==> src/rtl/ssd_mux_driver.sv <==
// Time-multiplexed seven-segment driver: refresh scan, double-buffered value,
// decimal points, leading-zero blanking and an anti-ghosting blank per slot.

module ssd_digit_lane (
  input  logic [3:0] nib,
  input  logic       zero_above,
  output logic [6:0] seg,
  output logic       zero_from_here
);
  always_comb begin
    seg = 7'h00;
    case (nib)
      4'h0: seg = 7'h3F;
      4'h1: seg = 7'h06;
      4'h2: seg = 7'h5B;
      4'h3: seg = 7'h4F;
      4'h4: seg = 7'h66;
      4'h5: seg = 7'h6D;
      4'h6: seg = 7'h7D;
      4'h7: seg = 7'h07;
      4'h8: seg = 7'h7F;
      4'h9: seg = 7'h6F;
      4'hA: seg = 7'h77;
      4'hB: seg = 7'h7C;
      4'hC: seg = 7'h39;
      4'hD: seg = 7'h5E;
      4'hE: seg = 7'h79;
      4'hF: seg = 7'h71;
      default: seg = 7'h00;
    endcase
  end

  // Zero run from the most significant digit down to this one
  assign zero_from_here = zero_above && (nib == 4'h0);
endmodule

module ssd_mux_driver #(
  parameter int NUM_DIGITS       = 4,
  parameter int REFRESH_DIV      = 50000,
  parameter int BLANK_CYCLES     = 16,
  parameter int ANODE_ACTIVE_LOW = 1,
  parameter int SEG_ACTIVE_LOW   = 0,
  localparam int IDX_W = (NUM_DIGITS > 1) ? $clog2(NUM_DIGITS) : 1
) (
  input  logic                    clk,
  input  logic                    rst,
  input  logic                    enable,
  input  logic                    load,
  input  logic [4*NUM_DIGITS-1:0] value_in,
  input  logic [NUM_DIGITS-1:0]   dp_in,
  input  logic                    blank_lz,
  output logic [6:0]              ssd_out,
  output logic                    dp_out,
  output logic [NUM_DIGITS-1:0]   digit_sel,
  output logic [IDX_W-1:0]        digit_idx,
  output logic                    frame_done
);
  localparam int CNT_W   = $clog2(REFRESH_DIV);
  localparam bit SEG_INV = (SEG_ACTIVE_LOW != 0);
  localparam bit AN_INV  = (ANODE_ACTIVE_LOW != 0);

  logic [CNT_W-1:0]        cnt;
  logic [IDX_W-1:0]        idx;
  logic [4*NUM_DIGITS-1:0] shadow, disp;
  logic [NUM_DIGITS-1:0]   shadow_dp, disp_dp;
  logic                    pending;

  logic slot_end, boundary, in_blank, lit, lz_blank;
  logic [NUM_DIGITS-1:0][6:0] lane_seg;
  logic [NUM_DIGITS:0]        zero_chain;
  logic [6:0]                 seg_nxt;
  logic                       dp_nxt;
  logic [NUM_DIGITS-1:0]      sel_nxt;

  assign slot_end = (cnt == CNT_W'(REFRESH_DIV - 1));
  assign boundary = slot_end && (idx == IDX_W'(NUM_DIGITS - 1));

  generate
    if (BLANK_CYCLES == 0) begin : g_no_blank
      assign in_blank = 1'b0;
    end else begin : g_blank
      assign in_blank = (cnt < CNT_W'(BLANK_CYCLES));
    end
  endgenerate

  assign zero_chain[NUM_DIGITS] = 1'b1;
  generate
    for (genvar k = 0; k < NUM_DIGITS; k++) begin : g_lane
      ssd_digit_lane u_lane (
        .nib            (disp[4*k +: 4]),
        .zero_above     (zero_chain[k+1]),
        .seg            (lane_seg[k]),
        .zero_from_here (zero_chain[k])
      );
    end
  endgenerate

  // Digit 0 always shows, even when the whole value is zero
  assign lz_blank = blank_lz && zero_chain[idx] && (idx != '0);
  assign lit      = enable && !in_blank;
  assign seg_nxt  = (lit && !lz_blank) ? lane_seg[idx] : 7'h00;
  assign dp_nxt   = lit && disp_dp[idx];
  assign sel_nxt  = lit ? (NUM_DIGITS'(1) << idx) : '0;

  always_ff @(posedge clk) begin
    if (rst) begin
      cnt       <= '0;
      idx       <= '0;
      shadow    <= '0;
      shadow_dp <= '0;
      disp      <= '0;
      disp_dp   <= '0;
      pending   <= 1'b0;
    end else begin
      cnt <= slot_end ? '0 : cnt + CNT_W'(1);
      if (slot_end)
        idx <= (idx == IDX_W'(NUM_DIGITS - 1)) ? '0 : idx + IDX_W'(1);

      // Display only moves at a frame boundary; a load on that very cycle bypasses the shadow
      if (boundary && load) begin
        disp    <= value_in;
        disp_dp <= dp_in;
        pending <= 1'b0;
      end else if (boundary && pending) begin
        disp    <= shadow;
        disp_dp <= shadow_dp;
        pending <= 1'b0;
      end else if (load) begin
        shadow    <= value_in;
        shadow_dp <= dp_in;
        pending   <= 1'b1;
      end
    end
  end

  always_ff @(posedge clk) begin
    if (rst) begin
      ssd_out    <= {7{SEG_INV}};
      dp_out     <= SEG_INV;
      digit_sel  <= {NUM_DIGITS{AN_INV}};
      digit_idx  <= '0;
      frame_done <= 1'b0;
    end else begin
      ssd_out    <= seg_nxt ^ {7{SEG_INV}};
      dp_out     <= dp_nxt ^ SEG_INV;
      digit_sel  <= sel_nxt ^ {NUM_DIGITS{AN_INV}};
      digit_idx  <= idx;
      frame_done <= boundary;
    end
  end
endmodule

==> config.mk <==
export PLATFORM = sky130hd
export DESIGN_NAME = ssd_mux_driver
export DESIGN_NICKNAME = d
export VERILOG_FILES = /design/src/rtl/ssd_mux_driver.sv
export SDC_FILE = /design/constraint.sdc
export NUM_CORES = 1
export LEC_CHECK = 0
export CAP_MARGIN = 0
export CORE_UTILIZATION = 54
export CTS_BUF_LIST = sky130_fd_sc_hd__clkbuf_8
export CTS_CLUSTER_SIZE = 28
export DETAILED_ROUTE_END_ITERATION = 8
export GPL_TIMING_DRIVEN = 0
export PLACE_DENSITY_LB_ADDON = 0.1
export SLEW_MARGIN = 20
export SYNTH_ARGS = -nofsm -noshare
export SYNTH_HDL_FRONTEND = slang
export SYNTH_HIERARCHICAL = 1
export SYNTH_SLANG_ARGS = --single-unit
==> constraint.sdc <==
create_clock -name clk -period 2.5 [get_ports clk]
set_clock_uncertainty 0.1 [all_clocks]
set_input_delay 0.625 -clock clk [delete_from_list [all_inputs] [get_ports clk]]
set_output_delay 0.625 -clock clk [all_outputs]
set_load 0.005 [all_outputs]
* Word level (Yosys, flattened, before mapping)
Memory sizes are Yosys's and may differ from the RTL's. A register that Yosys moved wholly into a read port is not among the register bits. Cells that the tools add are included.
Storage, ports and cells: bits in registers 74, bits in read-only memories 448, input bits 25, output and inout bits 15, word-level logic and storage cells 71, memories kept 4
Operators by class: add/subtract/negate cells 2, $lt $le $gt $ge 3, equality and inequality tests 2, shift-type cells 1, multiplexer cells 20, bitwise gates (word level) 4, reductions and logical operators 23
Memories:
- (name not given) | words 16, bits a word 7, rd ports 1, clocked after memory_dff 1, write ports 0, RTL line 12 | case (nib)
- (name not given) | words 16, bits a word 7, rd ports 1, clocked after memory_dff 1, write ports 0, RTL line 12
- (name not given) | words 16, bits a word 7, rd ports 1, clocked after memory_dff 1, write ports 0, RTL line 12
- (name not given) | words 16, bits a word 7, rd ports 1, clocked after memory_dff 1, write ports 0, RTL line 12
Operators by type and width (number):
- 4-bit 2-to-1 mux | 11
- 16-bit 2-to-1 mux | 2
- 16-bit by 1-bit adder with 16-bit output (second input constant) | 1
- 16-bit equality test (second input constant) | 1
- 4-bit logical NOT | 4
- 16-bit by 5-bit < comparator with 1-bit output (second input constant) | 1
- 7-bit binary-select mux with 2-bit select | 1
- 1-bit logical AND | 11
- 7-bit 2-to-1 mux | 1
- 1-bit binary-select mux with 2-bit select | 2
- 2-bit by 4-bit < comparator with 1-bit output (second input constant) | 1
- 4-bit inverter | 1
- 2-bit nonzero test | 2
- 2-bit OR reduction | 2
- 1-bit by 2-bit left shift with 4-bit output (first input constant) | 1
- 2-bit by 3-bit < comparator with 1-bit output (second input constant) | 1
- 1-bit inverter | 3
- 3-bit AND reduction | 1
- 3-bit OR reduction | 1
- 2-bit by 1-bit adder with 2-bit output (second input constant) | 1
- 2-bit equality test (second input constant) | 1
- 1-bit logical NOT | 2
- 1-bit 2-to-1 mux | 2
- 2-bit 2-to-1 mux | 1

* Logic depth before layout (Yosys ltp)
Gate-level depths: netlist of the first run.
depth in word-level cells 12, mapped depth 13, gate-level depth less buffers 13

* Hierarchy
Netlist of the first run, hierarchy kept.
Modules (own cells, without submodules):
- ssd_mux_driver | instances 1, cells an instance 403, area an instance 3574.7 um2, sequential area each 1481.4 um2
- ssd_digit_lane at g_lane[0].u_lane ... | instances 3, cells an instance 35, area an instance 295.3 um2, sequential area each 0.0 um2
- ssd_digit_lane at g_lane[2].u_lane | instances 1, cells an instance 34, area an instance 289.0 um2, sequential area each 0.0 um2

* Least setup slack after synthesis of the first run
OpenSTA, ideal clock, no wires.
kind reg2reg, start point register disp[12], end point register ssd_out[0], library setup time 0.066 ns, arrival time 2.241 ns, data required time 2.334 ns, path slack 0.094 ns, stages on the path, launching flop included 14, buffers on the path 0, period minus slack after synthesis 2.406 ns, cell sequence dfxtp_1 inv_1 ha_1 nand2_1 nor3_1 and3_1 nand2_1 nor3_1 nand2_1 nor3_1 mux4_2 and3b_1 a311o_1 nor2b_1
On the way: longest elaborated chain between the ends 12
Ends and longest elaborated chain:
- start, declared | RTL line 64 | logic [4*NUM_DIGITS-1:0] shadow, disp;
- start signal, assigned | RTL line 121 | disp <= value_in;
- start signal, assigned | RTL line 125 | disp <= shadow;
- 4-bit logical NOT | RTL line 34 | assign zero_from_here = zero_above && (nib == 4'h0);
- named net zero_chain[3] | RTL line 70 | logic [NUM_DIGITS:0] zero_chain;
- 1-bit logical AND | RTL line 34
- named net zero_chain[2] | RTL line 70
- 1-bit logical AND | RTL line 34
- named net zero_chain[1] | RTL line 70
- 1-bit logical AND | RTL line 34
- named net zero_chain[0] | RTL line 70
- 1-bit binary-select mux with 2-bit select | RTL line 99 | assign lz_blank = blank_lz && zero_chain[idx] && (idx != '0);
- 1-bit 2-to-1 mux (implied by the code) | RTL line 99
- 1-bit logical AND (2 in a row) | RTL line 99
- 1-bit logical NOT | RTL line 101 | assign seg_nxt = (lit && !lz_blank) ? lane_seg[idx] : 7'h00;
- 1-bit logical AND | RTL line 101
- 1-bit inverter (no source line)
- 2-bit OR reduction (no source line)
- end signal, assigned | RTL line 138 | ssd_out <= {7{SEG_INV}};
- end signal, assigned | RTL line 144 | ssd_out <= seg_nxt ^ {7{SEG_INV}};
- end, declared | RTL line 52 | output logic [6:0] ssd_out,
The timed path passes the listed nets, and every way through them passes these cells. The select of a mux whose other input is x is not followed. A chain may end at the register's enable or synchronous reset.

* Worst setup path after layout of the first run
start point register cnt[5], end point register idx[0]
On the way: longest elaborated chain between the ends 1
Ends and longest elaborated chain:
- start, declared | RTL line 62 | logic [CNT_W-1:0] cnt;
- start signal, assigned | RTL line 115 | cnt <= slot_end ? '0 : cnt + CNT_W'(1);
- 16-bit equality test | RTL line 75 | assign slot_end = (cnt == CNT_W'(REFRESH_DIV - 1));
- end signal, assigned | RTL line 117 | idx <= (idx == IDX_W'(NUM_DIGITS - 1)) ? '0 : idx + IDX_W'(1);
- end, declared | RTL line 63 | logic [IDX_W-1:0] idx;
No other way between the ends.

==> results of run 1 <==
synthesized netlist by cell type (all sizes together), types with 3 or more instances:
cell type,count
xnor2,11
a31o,3
nor3,16
nand4,5
ha,33
a21boi,17
or2b,3
mux2,13
mux4,13
mux2i,8
nand2,55
buf,12
nor2b,14
nand3,27
nand3b,3
o2bb2ai,17
or4b,21
nor4,6
a22o,3
o21ai,4
clkbuf,26
xor2,3
nor3b,20
nand2b,5
nor2,46
inv,28
o31a,3
dfxtp,74
o32a,3
a21oi,31
power breakdown:
part	switching (mW)	total (mW)	leakage [nW]	internal, mW
Sequential	0.0238	1.23	0.609	1.21
Combinational	0.109	0.208	1.30	0.0989
Clock	0.513	0.891	0.0877	0.378
worst max-delay path, stage by stage, from the launching register on:
cell and delay, ps:
sky130_fd_sc_hd__dfxtp_1 360, sky130_fd_sc_hd__or4_4 560, sky130_fd_sc_hd__or4_4 560, sky130_fd_sc_hd__buf_6 170, sky130_fd_sc_hd__nor2_1 210, sky130_fd_sc_hd__mux2_2 370
sequential cells by signal (all words and copies together), names as in the netlist:
signal,cells
digit_idx,2
idx,2
frame_done,1
ssd_out,7
disp_dp,4
cnt,16
dp_out,1
disp,16
shadow_dp,4
pending,1
shadow,16
digit_sel,4
layout make-up:
type	count	area, um^2	area share [%]
buffer	37	205	3.66
sequential	74	1500	26.8
timing repair buffer	47	448	8.00
tap	105	131	2.35
clock inverter	7	58.8	1.05
inverter	28	113	2.01
clock buffer	9	124	2.21
multi-input combinational	402	3020	53.9
routing by layer:
metal	part of all wire, %	global-route usage (%)
met2	48	44.9
met1	47	36.3
met3	4.1	4.82
met4	0.59	5.85
met5	0	0
kinds of logic after synthesis:
group | after synthesis | synth area share, %
DFF | 74 | 31.2
adders and majority gates | 33 | 8.69
buffers and inverters | 66 | 6.38
other | 1 | 0.0790
muxes | 34 | 11.2
xor gates and xnor gates | 14 | 2.58
and+or+nand+nor | 229 | 26.5
AOI/OAI and AO/OA | 91 | 13.4
placed cells by master, fill, tap and decap left out, types with 7 or more instances in the layout:
cell type / instances
sky130_fd_sc_hd__dfxtp_1: 65
sky130_fd_sc_hd__nand2_1: 53
sky130_fd_sc_hd__nor2_1: 46
sky130_fd_sc_hd__clkdlybuf4s50_1: 38
sky130_fd_sc_hd__a21oi_1: 31
sky130_fd_sc_hd__ha_1: 30
sky130_fd_sc_hd__nand3_1: 27
sky130_fd_sc_hd__inv_1: 23
sky130_fd_sc_hd__clkbuf_1: 20
sky130_fd_sc_hd__or4b_1: 20
sky130_fd_sc_hd__nor3b_1: 20
sky130_fd_sc_hd__a21boi_0: 17
sky130_fd_sc_hd__o2bb2ai_1: 17
sky130_fd_sc_hd__nor2b_1: 14
sky130_fd_sc_hd__nor3_1: 14
sky130_fd_sc_hd__mux2_2: 12
sky130_fd_sc_hd__xnor2_1: 11
sky130_fd_sc_hd__mux4_2: 10
sky130_fd_sc_hd__buf_4: 10
sky130_fd_sc_hd__clkbuf_8: 9
sky130_fd_sc_hd__mux2i_1: 8
sky130_fd_sc_hd__buf_6: 7
per-stage QoR:
step	power, mW	instances	utilization, %	setup slack, ps	instance area, um^2
floorplan	1.38	542	-	93.5	4750
global placement	1.46	685	62.8	-350	5260
detailed placement	1.47	685	62.8	-490	5260
CTS	2.33	704	65.7	3.42	5510
global route	2.41	709	66.8	-0.901	5600
finish	2.33	709	66.8	55.5	5600
repair_timing:
| item | CTS | global route |
|---|---|---|
| pin swaps | 1 | 9 |
| gates resized for setup | 19 | 25 |
| buffers inserted | 3 | 6 |
| setup endpoints to repair | 27 | 46 |
how the worst min path moves through the flow:
stage	startpoint	endpoint	slack, ps	cells after the start
final	cnt[0]	cnt[0]	380	1
after floorplan	disp_dp[3]	disp_dp[3]	330	1
after global routing	disp[10]	disp[10]	400	1
after global placement	cnt[0]	cnt[0]	350	1
after CTS	cnt[0]	cnt[0]	380	1
after detailed placement	cnt[0]	cnt[0]	360	1
==> run_summary.xml, run 1 <==
<?xml version="1.0" encoding="UTF-8"?>
<metrics>
  <group name="floorplan">
    <metric name="dieArea" unit="um^2">9170</metric>
    <metric name="chipWidth" unit="um">95.8</metric>
    <metric name="start_util" unit="%">56.7</metric>
    <metric name="floorplan.core_area" unit="um^2">8380</metric>
    <metric name="placement_rows" unit="">33</metric>
    <metric name="die-height" unit="um">95.8</metric>
    <metric name="io_pins" unit="">40</metric>
  </group>
  <group name="global_routing">
    <metric name="grt_overflow_total" unit="">0</metric>
    <metric name="antenna_violations_before_repair" unit="">0</metric>
    <metric name="grt_max_degree" unit="">16</metric>
    <metric name="grt_first_pass_wirelength" unit="um">19100</metric>
    <metric name="grt_pass1_vias" unit="">3925</metric>
    <metric name="grt_use_total" unit="%">26.9</metric>
  </group>
  <group name="route">
    <metric name="detail_route.vias_per_cell" unit="">5.86</metric>
    <metric name="totalWireLength" unit="um">11800</metric>
    <metric name="detailedRoute.firstPassIterationCount" unit="">4</metric>
    <metric name="routedWlPerCell" unit="um">16.6</metric>
    <metric name="final_ant_viol_nets" unit="">0</metric>
    <metric name="detail_route.drc_violations" unit="">0</metric>
    <metric name="violation_count_after_the_first_detailed_route_iteration" unit="">221</metric>
    <metric name="routed-via-count" unit="">4152</metric>
  </group>
  <group name="yosys">
    <metric name="synth_edf_count" unit="">0</metric>
    <metric name="yosys_warning_total" unit="">6</metric>
    <metric name="synth_ff_type" unit="">sky130_fd_sc_hd__dfxtp_1</metric>
    <metric name="synth_area_leaders" unit="">sky130_fd_sc_hd__dfxtp_1, sky130_fd_sc_hd__ha_1, sky130_fd_sc_hd__mux4_2</metric>
    <metric name="synth_seq_cells" unit="">74</metric>
    <metric name="synth_top_cell_area_share" unit="%">31.2</metric>
    <metric name="ys_seq_area_share" unit="%">31.2</metric>
    <metric name="synth_nets" unit="">600</metric>
    <metric name="asyncSetResetFlopFracSynth" unit="%">0</metric>
    <metric name="post_synth.cell_area_avg" unit="um^2">8.76</metric>
    <metric name="synth.distinct_cells" unit="">52</metric>
    <metric name="synth_top_cell_by_area" unit="">sky130_fd_sc_hd__dfxtp_1</metric>
    <metric name="syn_area" unit="um^2">4750</metric>
    <metric name="syn_inst" unit="">542</metric>
  </group>
  <group name="timing">
    <metric name="timing.fmax" unit="MHz">409</metric>
    <metric name="rsz0062_at_grt" unit="">true</metric>
    <metric name="worst_rel_slew_slack" unit="%">53.5</metric>
    <metric name="hold_viol_final" unit="">0</metric>
    <metric name="fin_setup_tns" unit="ps">0</metric>
    <metric name="layout_worst_path_cycle_share" unit="%">97.8</metric>
    <metric name="report.final.slew_viol_count" unit="">0</metric>
    <metric name="holdWs" unit="ps">381</metric>
    <metric name="worst-slew-pin-transition" unit="ps">697</metric>
    <metric name="timing.final.crit_period" unit="ps">2440</metric>
    <metric name="final-setup-viol-count" unit="">0</metric>
  </group>
  <group name="cells_and_area">
    <metric name="num-fill-cells" unit="">695</metric>
    <metric name="layout-drive-gt1-share" unit="%">15.4</metric>
    <metric name="synthToLayoutAreaGrowth" unit="%">17.9</metric>
    <metric name="number_of_inserted_diodes" unit="">0</metric>
    <metric name="design.final.nets" unit="">657</metric>
  </group>
  <group name="placed_design">
    <metric name="routability_congestion_estimate_from_global_placement" unit="">0.848</metric>
    <metric name="portBuffers" unit="">38</metric>
    <metric name="place_hpwl" unit="um">8580</metric>
  </group>
  <group name="worst_setup_path">
    <metric name="crit_type" unit="">flip-flop to flip-flop</metric>
    <metric name="startpoint" unit="">cnt[5]</metric>
    <metric name="critPathLaunchType" unit="">flip-flop</metric>
    <metric name="worst-r2r-cell-count" unit="">5</metric>
    <metric name="required" unit="ps">2640</metric>
    <metric name="endpoint_kind" unit="">flip-flop</metric>
    <metric name="cp.arrival" unit="ps">2580</metric>
    <metric name="worst_r2r_startpoint" unit="">cnt[5]</metric>
    <metric name="rrSetupSlack" unit="ps">60</metric>
    <metric name="r2r_end" unit="">idx[0]</metric>
    <metric name="critPathMaxFanout" unit="">10</metric>
    <metric name="timing.critical_path.to" unit="">idx[0]</metric>
  </group>
  <group name="pwr">
    <metric name="vdd_ir_drop_max" unit="mV">0.375</metric>
    <metric name="power.leakage" unit="nW">1.99</metric>
    <metric name="powerDensity" unit="nW/um^2">416</metric>
  </group>
  <group name="clocking">
    <metric name="ctsRootBufferMaster" unit="">sky130_fd_sc_hd__clkbuf_8</metric>
    <metric name="tritoncts" unit="">yes</metric>
    <metric name="clock_sink_count" unit="">74</metric>
    <metric name="cts_htree_levels" unit="">3</metric>
    <metric name="ctsHoldBuffers" unit="">0</metric>
    <metric name="clock_path_buffers" unit="">2</metric>
    <metric name="cts_inserted_buffers" unit="">9</metric>
    <metric name="cts.reportedPaths.clkPinSlew" unit="ps">90</metric>
    <metric name="clk-insertion-delay-late" unit="ps">350</metric>
  </group>
  <group name="worst_hold_path">
    <metric name="hold_path_class" unit="">flip-flop to flip-flop</metric>
  </group>
  <group name="run">
    <metric name="max_cap_viol_count" unit="">0</metric>
  </group>
  <group name="status">
    <metric name="status" unit="">completed</metric>
  </group>
</metrics>
No activity file was read; power rests on OpenSTA's default activity.
==> run 2: changes to the inputs <==
Settings changed: CAP_MARGIN 0 to 20, CORE_MARGIN set to 3, CORE_UTILIZATION 54 to 52, CTS_BUF_LIST sky130_fd_sc_hd__clkbuf_8 to not set.
==> run 2 against run 1 <==
  * Non-clock buffer count up 3
  * Maximum frequency down 0.20%
  * Clock power up 9.7%
  * Sequential power about the same
  * Design area up 1.2%
  * Setup slack worse by 4.9 ps
  * Flip-flop and latch count unchanged
  * Core utilization down 2.5 points
  * Global-route usage down 2.2 points
  * Final cell count up 0.85%
  * Sequential share of layout area down 0.25 points
  * Wire length up 4.6%
  * Largest cell class unchanged
==> run_summary.xml, run 2 (same netlist as run 1, synthesis figures left out) <==
<?xml version="1.0" encoding="UTF-8"?>
<metrics>
  <group name="timing">
    <metric name="final-setup-viol-count" unit="">0</metric>
    <metric name="report.final.slew_viol_count" unit="">0</metric>
    <metric name="fin_setup_tns" unit="ps">0</metric>
    <metric name="hold_viol_final" unit="">0</metric>
    <metric name="layout_worst_path_cycle_share" unit="%">98.0</metric>
    <metric name="worst_rel_slew_slack" unit="%">51.4</metric>
    <metric name="timing.final.crit_period" unit="ps">2450</metric>
    <metric name="timing.fmax" unit="MHz">408</metric>
    <metric name="worst-slew-pin-transition" unit="ps">729</metric>
  </group>
  <group name="worst_setup_path">
    <metric name="critPathMostFrequentCell" unit="">sky130_fd_sc_hd__or4_4</metric>
    <metric name="endpoint_kind" unit="">flip-flop</metric>
    <metric name="critPathLaunchType" unit="">flip-flop</metric>
    <metric name="required" unit="ps">2630</metric>
    <metric name="crit_type" unit="">flip-flop to flip-flop</metric>
    <metric name="worst-r2r-cell-count" unit="">5</metric>
    <metric name="critPathMaxFanout" unit="">10</metric>
    <metric name="worst_path_max_delay_cell" unit="">sky130_fd_sc_hd__or4_4</metric>
    <metric name="cp_cell_sequence" unit="">or4_4 &gt; or4_4 &gt; buf_6 &gt; nor2_1 &gt; mux2_2</metric>
    <metric name="cp.arrival" unit="ps">2580</metric>
    <metric name="cp_slowest_stage_delay" unit="ps">570</metric>
  </group>
  <group name="global_routing">
    <metric name="grt.met1_usage" unit="%">34.5</metric>
    <metric name="grt_util_met2" unit="%">38.0</metric>
    <metric name="antenna_violations_before_repair" unit="">0</metric>
    <metric name="grt_overflow_total" unit="">0</metric>
    <metric name="groute.layer.met3.usage" unit="%">4.41</metric>
    <metric name="grt_max_degree" unit="">16</metric>
    <metric name="grt_pass1_vias" unit="">4089</metric>
    <metric name="grt_first_pass_wirelength" unit="um">20300</metric>
    <metric name="grt_use_total" unit="%">24.7</metric>
    <metric name="top_usage_layer" unit="">met2</metric>
  </group>
  <group name="worst_hold_path">
    <metric name="holdPathStages" unit="">1</metric>
    <metric name="hold_path_class" unit="">flip-flop to flip-flop</metric>
  </group>
  <group name="cells_and_area">
    <metric name="mostFrequentLayoutCells" unit="">sky130_fd_sc_hd__dfxtp_1, sky130_fd_sc_hd__nand2_1, sky130_fd_sc_hd__nor2_1, sky130_fd_sc_hd__clkdlybuf4s50_1, sky130_fd_sc_hd__a21oi_1</metric>
    <metric name="design.final.nets" unit="">660</metric>
    <metric name="layout-drive-gt1-share" unit="%">16.1</metric>
    <metric name="synthToLayoutAreaGrowth" unit="%">19.4</metric>
    <metric name="biggestRegsByFlops" unit="">cnt: 16 flops, disp: 16 flops, shadow: 16 flops</metric>
    <metric name="final_common_cell" unit="">sky130_fd_sc_hd__dfxtp_1</metric>
    <metric name="postLayoutCellArea" unit="um^2">5670</metric>
    <metric name="number_of_inserted_diodes" unit="">0</metric>
  </group>
  <group name="placed_design">
    <metric name="post_dp_cell_area" unit="um^2">5270</metric>
    <metric name="place_hpwl" unit="um">8870</metric>
    <metric name="routability_congestion_estimate_from_global_placement" unit="">0.897</metric>
    <metric name="portBuffers" unit="">38</metric>
  </group>
  <group name="route">
    <metric name="routedWlPerCell" unit="um">17.2</metric>
    <metric name="detailedRoute.firstPassIterationCount" unit="">5</metric>
    <metric name="detail_route.drc_violations" unit="">0</metric>
    <metric name="violation_count_after_the_first_detailed_route_iteration" unit="">272</metric>
    <metric name="routed-via-count" unit="">4229</metric>
    <metric name="final_ant_viol_nets" unit="">0</metric>
    <metric name="detail_route.vias_per_cell" unit="">5.91</metric>
    <metric name="totalWireLength" unit="um">12300</metric>
  </group>
  <group name="clocking">
    <metric name="ctsRootBufferMaster" unit="">sky130_fd_sc_hd__clkbuf_8</metric>
    <metric name="clock_path_buffers" unit="">2</metric>
    <metric name="clk-insertion-delay-late" unit="ps">350</metric>
    <metric name="cts.reportedPaths.clkPinSlew" unit="ps">100</metric>
    <metric name="tritoncts" unit="">yes</metric>
    <metric name="cts_htree_levels" unit="">3</metric>
    <metric name="ctsHoldBuffers" unit="">0</metric>
    <metric name="clock_sink_count" unit="">74</metric>
    <metric name="cts_inserted_buffers" unit="">9</metric>
  </group>
  <group name="run">
    <metric name="max_cap_viol_count" unit="">0</metric>
  </group>
  <group name="floorplan">
    <metric name="dieArea" unit="um^2">10300</metric>
    <metric name="start_util" unit="%">53.9</metric>
    <metric name="io_pins" unit="">40</metric>
    <metric name="chipWidth" unit="um">102</metric>
    <metric name="placement_rows" unit="">34</metric>
    <metric name="floorplan.core_area" unit="um^2">8810</metric>
    <metric name="die-height" unit="um">102</metric>
  </group>
  <group name="pwr">
    <metric name="powerDensity" unit="nW/um^2">427</metric>
    <metric name="vdd_ir_drop_max" unit="mV">0.344</metric>
    <metric name="power.leakage" unit="nW">2.03</metric>
  </group>
  <group name="status">
    <metric name="status" unit="">completed</metric>
  </group>
</metrics>
[run 2: cell count changes in the layout (fill, tap and decap cells not counted)]
cell                         before  now
sky130_fd_sc_hd__inv_1           23   24
sky130_fd_sc_hd__clkinv_4         0    1
sky130_fd_sc_hd__ha_2             2    1
sky130_fd_sc_hd__clkbuf_1        20   18
sky130_fd_sc_hd__inv_6            5    4
sky130_fd_sc_hd__inv_2            2    1
sky130_fd_sc_hd__buf_4           10   13
sky130_fd_sc_hd__ha_4             1    2
sky130_fd_sc_hd__dfxtp_1         65   64
sky130_fd_sc_hd__bufinv_16        0    1
sky130_fd_sc_hd__clkinvlp_4       2    1
sky130_fd_sc_hd__clkbuf_4         0    1
sky130_fd_sc_hd__buf_2            3    4
sky130_fd_sc_hd__dfxtp_4          4    5
[run 2: worst max-delay path: cells and delay by family, from the launching register on]
kind / cells / cell delay (ps)
simple gates: 3 / 1340
flops: 1 / 360
mux: 1 / 360
buf+inv: 1 / 180
[run 2: layout make-up]
class | instances | area [um^2]
plain buffers | 37 | 210
clock buffers | 9 | 124
clock inverters | 7 | 81.3
fillers | 761 | 3140
inverters | 28 | 113
multi-input cells | 402 | 3030
flip-flops and latches | 74 | 1510
well taps | 108 | 135
repair buffers | 50 | 470
[run 2: metal layers]
metal / part of all wire [%] / vias up
met5: 0 / -
met4: 2.4 / 0
met3: 5.6 / 22
met2: 46 / 144
met1: 46 / 2004
li1: - / 2059
[run 2: per-stage QoR]
stage	total power, mW	util [%]	hold slack (ps)	worst slack (ps)	instances
2_1_floorplan	1.38	-	327	93.5	542
3_3_place_gp	1.46	59.8	347	-296	688
3_5_place_dp	1.47	59.8	355	-324	688
4_1_cts	2.44	62.8	378	12.4	706
5_1_grt	2.52	64.4	400	-12.3	715
6_report	2.42	64.4	374	50.6	715
[run 2: path summary, 6_finish.rpt]
check	startpoint	to	slack (ps)
setup reg to reg	cnt[5]	idx[0]	50
hold reg to reg	cnt[0]	cnt[0]	370
hold / removal	cnt[0]	cnt[0]	370
setup / recovery	cnt[5]	idx[0]	50
[run 2: repair_timing]
item | 4_1_cts | 5_1_grt
gates cloned | 0 | 0
pin swaps | 1 | 7
endpoints found under the hold margin | 0 | 0
setup buffers | 2 | 10
setup endpoints to repair | 27 | 41
gates resized for setup | 19 | 32
[run 2: power breakdown]
group | internal [mW] | switching (mW) | total (mW) | leakage (nW)
clock network | 0.477 | 0.500 | 0.977 | 0.101
registers | 1.21 | 0.0246 | 1.23 | 0.610
logic | 0.0984 | 0.111 | 0.210 | 1.32
total | 1.78 | 0.636 | 2.42 | 2.03
==> run 3: changes to the inputs <==
Settings changed: CORE_MARGIN 3 to not set.
==> run 3 against run 2 <==
  * Sequential share of layout area decreased by 0.22 points
  * Clock power increased by 27%
  * Wire length decreased by 4.6%
  * Largest cell class unchanged
  * Non-clock buffer count decreased by 1
  * Setup slack improved by 6.9 ps
  * Core utilization increased by 0.68 points
  * Total power increased by 11%
  * Final cell count decreased by 0.14%
  * Worst hold slack got worse by 4.3 ps
  * Critical path depth increased by 8
  * Die area decreased by 7.7%
  * Clock-buffer cell count increased by 1
  * Critical endpoint is now ssd_out[2]
==> run_summary.xml, run 3 (same netlist as run 1, synthesis figures left out) <==
<?xml version="1.0" encoding="UTF-8"?>
<metrics>
  <group name="status">
    <metric name="status" unit="">completed</metric>
  </group>
  <group name="placed_design">
    <metric name="portBuffers" unit="">38</metric>
    <metric name="routability_congestion_estimate_from_global_placement" unit="">0.798</metric>
    <metric name="place_hpwl" unit="um">8490</metric>
    <metric name="numPlacedInstances" unit="">688</metric>
  </group>
  <group name="cells_and_area">
    <metric name="biggestRegsByFlops" unit="">cnt: 16 flops, disp: 16 flops, shadow: 16 flops</metric>
    <metric name="final_core_utilization" unit="%">65.1</metric>
    <metric name="number_of_inserted_diodes" unit="">0</metric>
    <metric name="num-fill-cells" unit="">740</metric>
    <metric name="design.final.nets" unit="">659</metric>
    <metric name="fin_cells" unit="">714</metric>
    <metric name="synthToLayoutAreaGrowth" unit="%">20.0</metric>
    <metric name="mostFrequentLayoutCells" unit="">sky130_fd_sc_hd__dfxtp_1, sky130_fd_sc_hd__nand2_1, sky130_fd_sc_hd__nor2_1, sky130_fd_sc_hd__clkdlybuf4s50_1, sky130_fd_sc_hd__a21oi_1</metric>
    <metric name="final_common_cell" unit="">sky130_fd_sc_hd__dfxtp_1</metric>
    <metric name="layout-drive-gt1-share" unit="%">15.5</metric>
  </group>
  <group name="timing">
    <metric name="timing.fmax" unit="MHz">409</metric>
    <metric name="rsz0062_at_grt" unit="">true</metric>
    <metric name="holdWs" unit="ps">370</metric>
    <metric name="worst-slew-pin-transition" unit="ps">707</metric>
    <metric name="worst_rel_slew_slack" unit="%">52.9</metric>
    <metric name="timing.final.crit_period" unit="ps">2440</metric>
    <metric name="hold_viol_final" unit="">0</metric>
    <metric name="final-setup-viol-count" unit="">0</metric>
    <metric name="layout_worst_path_cycle_share" unit="%">97.7</metric>
    <metric name="report.final.slew_viol_count" unit="">0</metric>
  </group>
  <group name="pwr">
    <metric name="clock_power_share" unit="%">46.2</metric>
    <metric name="power.combinational.fraction" unit="%">7.7</metric>
    <metric name="power_report.internal_total" unit="mW">2.08</metric>
    <metric name="sw_frac_of_total" unit="%">22.4</metric>
    <metric name="pwr-share-seq" unit="%">46.0</metric>
    <metric name="power.leakage" unit="nW">2.04</metric>
    <metric name="p_sw" unit="mW">0.602</metric>
    <metric name="powerDensity" unit="nW/um^2">470</metric>
    <metric name="vdd_ir_drop_max" unit="mV">0.378</metric>
  </group>
  <group name="worst_setup_path">
    <metric name="required" unit="ps">2680</metric>
    <metric name="cp.arrival" unit="ps">2630</metric>
    <metric name="critPathMaxFanout" unit="">7</metric>
    <metric name="crit_type" unit="">flip-flop to flip-flop</metric>
    <metric name="critPathLaunchType" unit="">flip-flop</metric>
    <metric name="worst_r2r_startpoint" unit="">disp[12]</metric>
    <metric name="startpoint" unit="">disp[12]</metric>
    <metric name="endpoint_kind" unit="">flip-flop</metric>
  </group>
  <group name="floorplan">
    <metric name="io_pins" unit="">40</metric>
    <metric name="floorplan.core_area" unit="um^2">8760</metric>
    <metric name="start_util" unit="%">54.2</metric>
    <metric name="dieArea" unit="um^2">9520</metric>
    <metric name="chipWidth" unit="um">97.6</metric>
    <metric name="placement_rows" unit="">34</metric>
    <metric name="die-height" unit="um">97.6</metric>
  </group>
  <group name="clocking">
    <metric name="cts_inserted_buffers" unit="">9</metric>
    <metric name="clk-insertion-delay-late" unit="ps">350</metric>
    <metric name="clock_path_buffers" unit="">2</metric>
    <metric name="cts_htree_levels" unit="">3</metric>
    <metric name="tritoncts" unit="">yes</metric>
    <metric name="ctsRootBufferMaster" unit="">sky130_fd_sc_hd__clkbuf_8</metric>
    <metric name="cts.reportedPaths.clkPinSlew" unit="ps">80</metric>
    <metric name="clock_sink_count" unit="">74</metric>
  </group>
  <group name="global_routing">
    <metric name="grt_first_pass_wirelength" unit="um">19300</metric>
    <metric name="grt.met1_usage" unit="%">34.5</metric>
    <metric name="groute.layer.met3.usage" unit="%">3.45</metric>
    <metric name="top_usage_layer" unit="">met2</metric>
    <metric name="antenna_violations_before_repair" unit="">0</metric>
    <metric name="grt_max_degree" unit="">14</metric>
    <metric name="grt_use_total" unit="%">24.9</metric>
    <metric name="grt_overflow_total" unit="">0</metric>
    <metric name="grt_pass1_vias" unit="">3916</metric>
    <metric name="grt_util_met2" unit="%">39.9</metric>
  </group>
  <group name="route">
    <metric name="detailedRoute.firstPassIterationCount" unit="">5</metric>
    <metric name="routedWlPerCell" unit="um">16.5</metric>
    <metric name="detail_route.drc_violations" unit="">0</metric>
    <metric name="violation_count_after_the_first_detailed_route_iteration" unit="">282</metric>
    <metric name="totalWireLength" unit="um">11700</metric>
    <metric name="routed-via-count" unit="">4149</metric>
    <metric name="final_ant_viol_nets" unit="">0</metric>
    <metric name="detail_route.vias_per_cell" unit="">5.81</metric>
  </group>
  <group name="run">
    <metric name="max_cap_viol_count" unit="">0</metric>
  </group>
  <group name="worst_hold_path">
    <metric name="hold_path_class" unit="">flip-flop to flip-flop</metric>
    <metric name="worst_hold_startpoint" unit="">cnt[0]</metric>
  </group>
</metrics>
-- run 3: cell count changes in the layout (fill, tap and decap cells not counted), sizes merged --
| cell | delta |
|---|---|
| buf | +1 |
| bufinv | +3 |
| clkinvlp | -1 |
| clkbuf | -1 |
| inv | -3 |
-- run 3: metal layers --
| layer | wire (um) | up-vias |
|---|---|---|
| li1 | - | 2050 |
| met5 | 0 | - |
| met4 | 250 | 0 |
| met2 | 5420 | 88 |
| met1 | 5610 | 1989 |
| met3 | 471 | 22 |
-- run 3: final cells by class --
type | count | area (um^2) | share of cell area [%]
inverter | 28 | 110 | 1.93
clock buffer | 10 | 128 | 2.24
buffer | 38 | 209 | 3.66
tap | 108 | 135 | 2.37
multi-input combinational | 402 | 3020 | 53.0
clock inverter | 6 | 138 | 2.41
sequential | 74 | 1500 | 26.4
timing repair buffer | 48 | 455 | 7.99
-- run 3: path summary, 6_finish.rpt --
check | end | slack [ps] | cells after the start
max | ssd_out[2] | 60 | 13
min | cnt[0] | 370 | 1
max reg2reg | ssd_out[2] | 60 | 13
min reg2reg | cnt[0] | 370 | 1
-- run 3: per-stage QoR --
step                      setup TNS, ps  instance area [um^2]  setup WS, ps  power (mW)
after CTS                             0                  5580          5.69        2.70
after floorplan                       0                  4750          93.5        1.38
after global routing               -217                  5700         -40.9        2.78
final                                 0                  5700          57.4        2.68
after detailed placement          -7470                  5270          -370        1.46
after global placement            -6920                  5270          -313        1.46
-- run 3: timing repair --
action,CTS,global route
pin swaps,2,6
hold buffers,0,0
endpoints found under the setup margin,27,37
gates resized for setup,17,30
setup buffers,2,8
-- run 3: power by group through the flow --
stage | combinational (mW) | clock, mW | sequential, mW
2_1_floorplan | 0.124 | 0 | 1.26
3_3_place_gp | 0.197 | 0 | 1.26
3_5_place_dp | 0.200 | 0 | 1.26
4_1_cts | 0.203 | 1.26 | 1.23
5_1_grt | 0.229 | 1.31 | 1.24
6_report | 0.208 | 1.24 | 1.23
-- run 3: critical path, stage by stage, from the launching register on --
cell	delay, ps
sky130_fd_sc_hd__dfxtp_4	390
sky130_fd_sc_hd__inv_4	50
sky130_fd_sc_hd__ha_4	160
sky130_fd_sc_hd__nand2_4	60
sky130_fd_sc_hd__nor3_4	30
sky130_fd_sc_hd__and3_4	160
sky130_fd_sc_hd__nand2_2	70
sky130_fd_sc_hd__nor3_2	40
sky130_fd_sc_hd__nand2_1	80
sky130_fd_sc_hd__nor3_2	40
sky130_fd_sc_hd__mux4_2	450
sky130_fd_sc_hd__and3b_1	180
sky130_fd_sc_hd__a311o_2	440
sky130_fd_sc_hd__nor2b_1	140
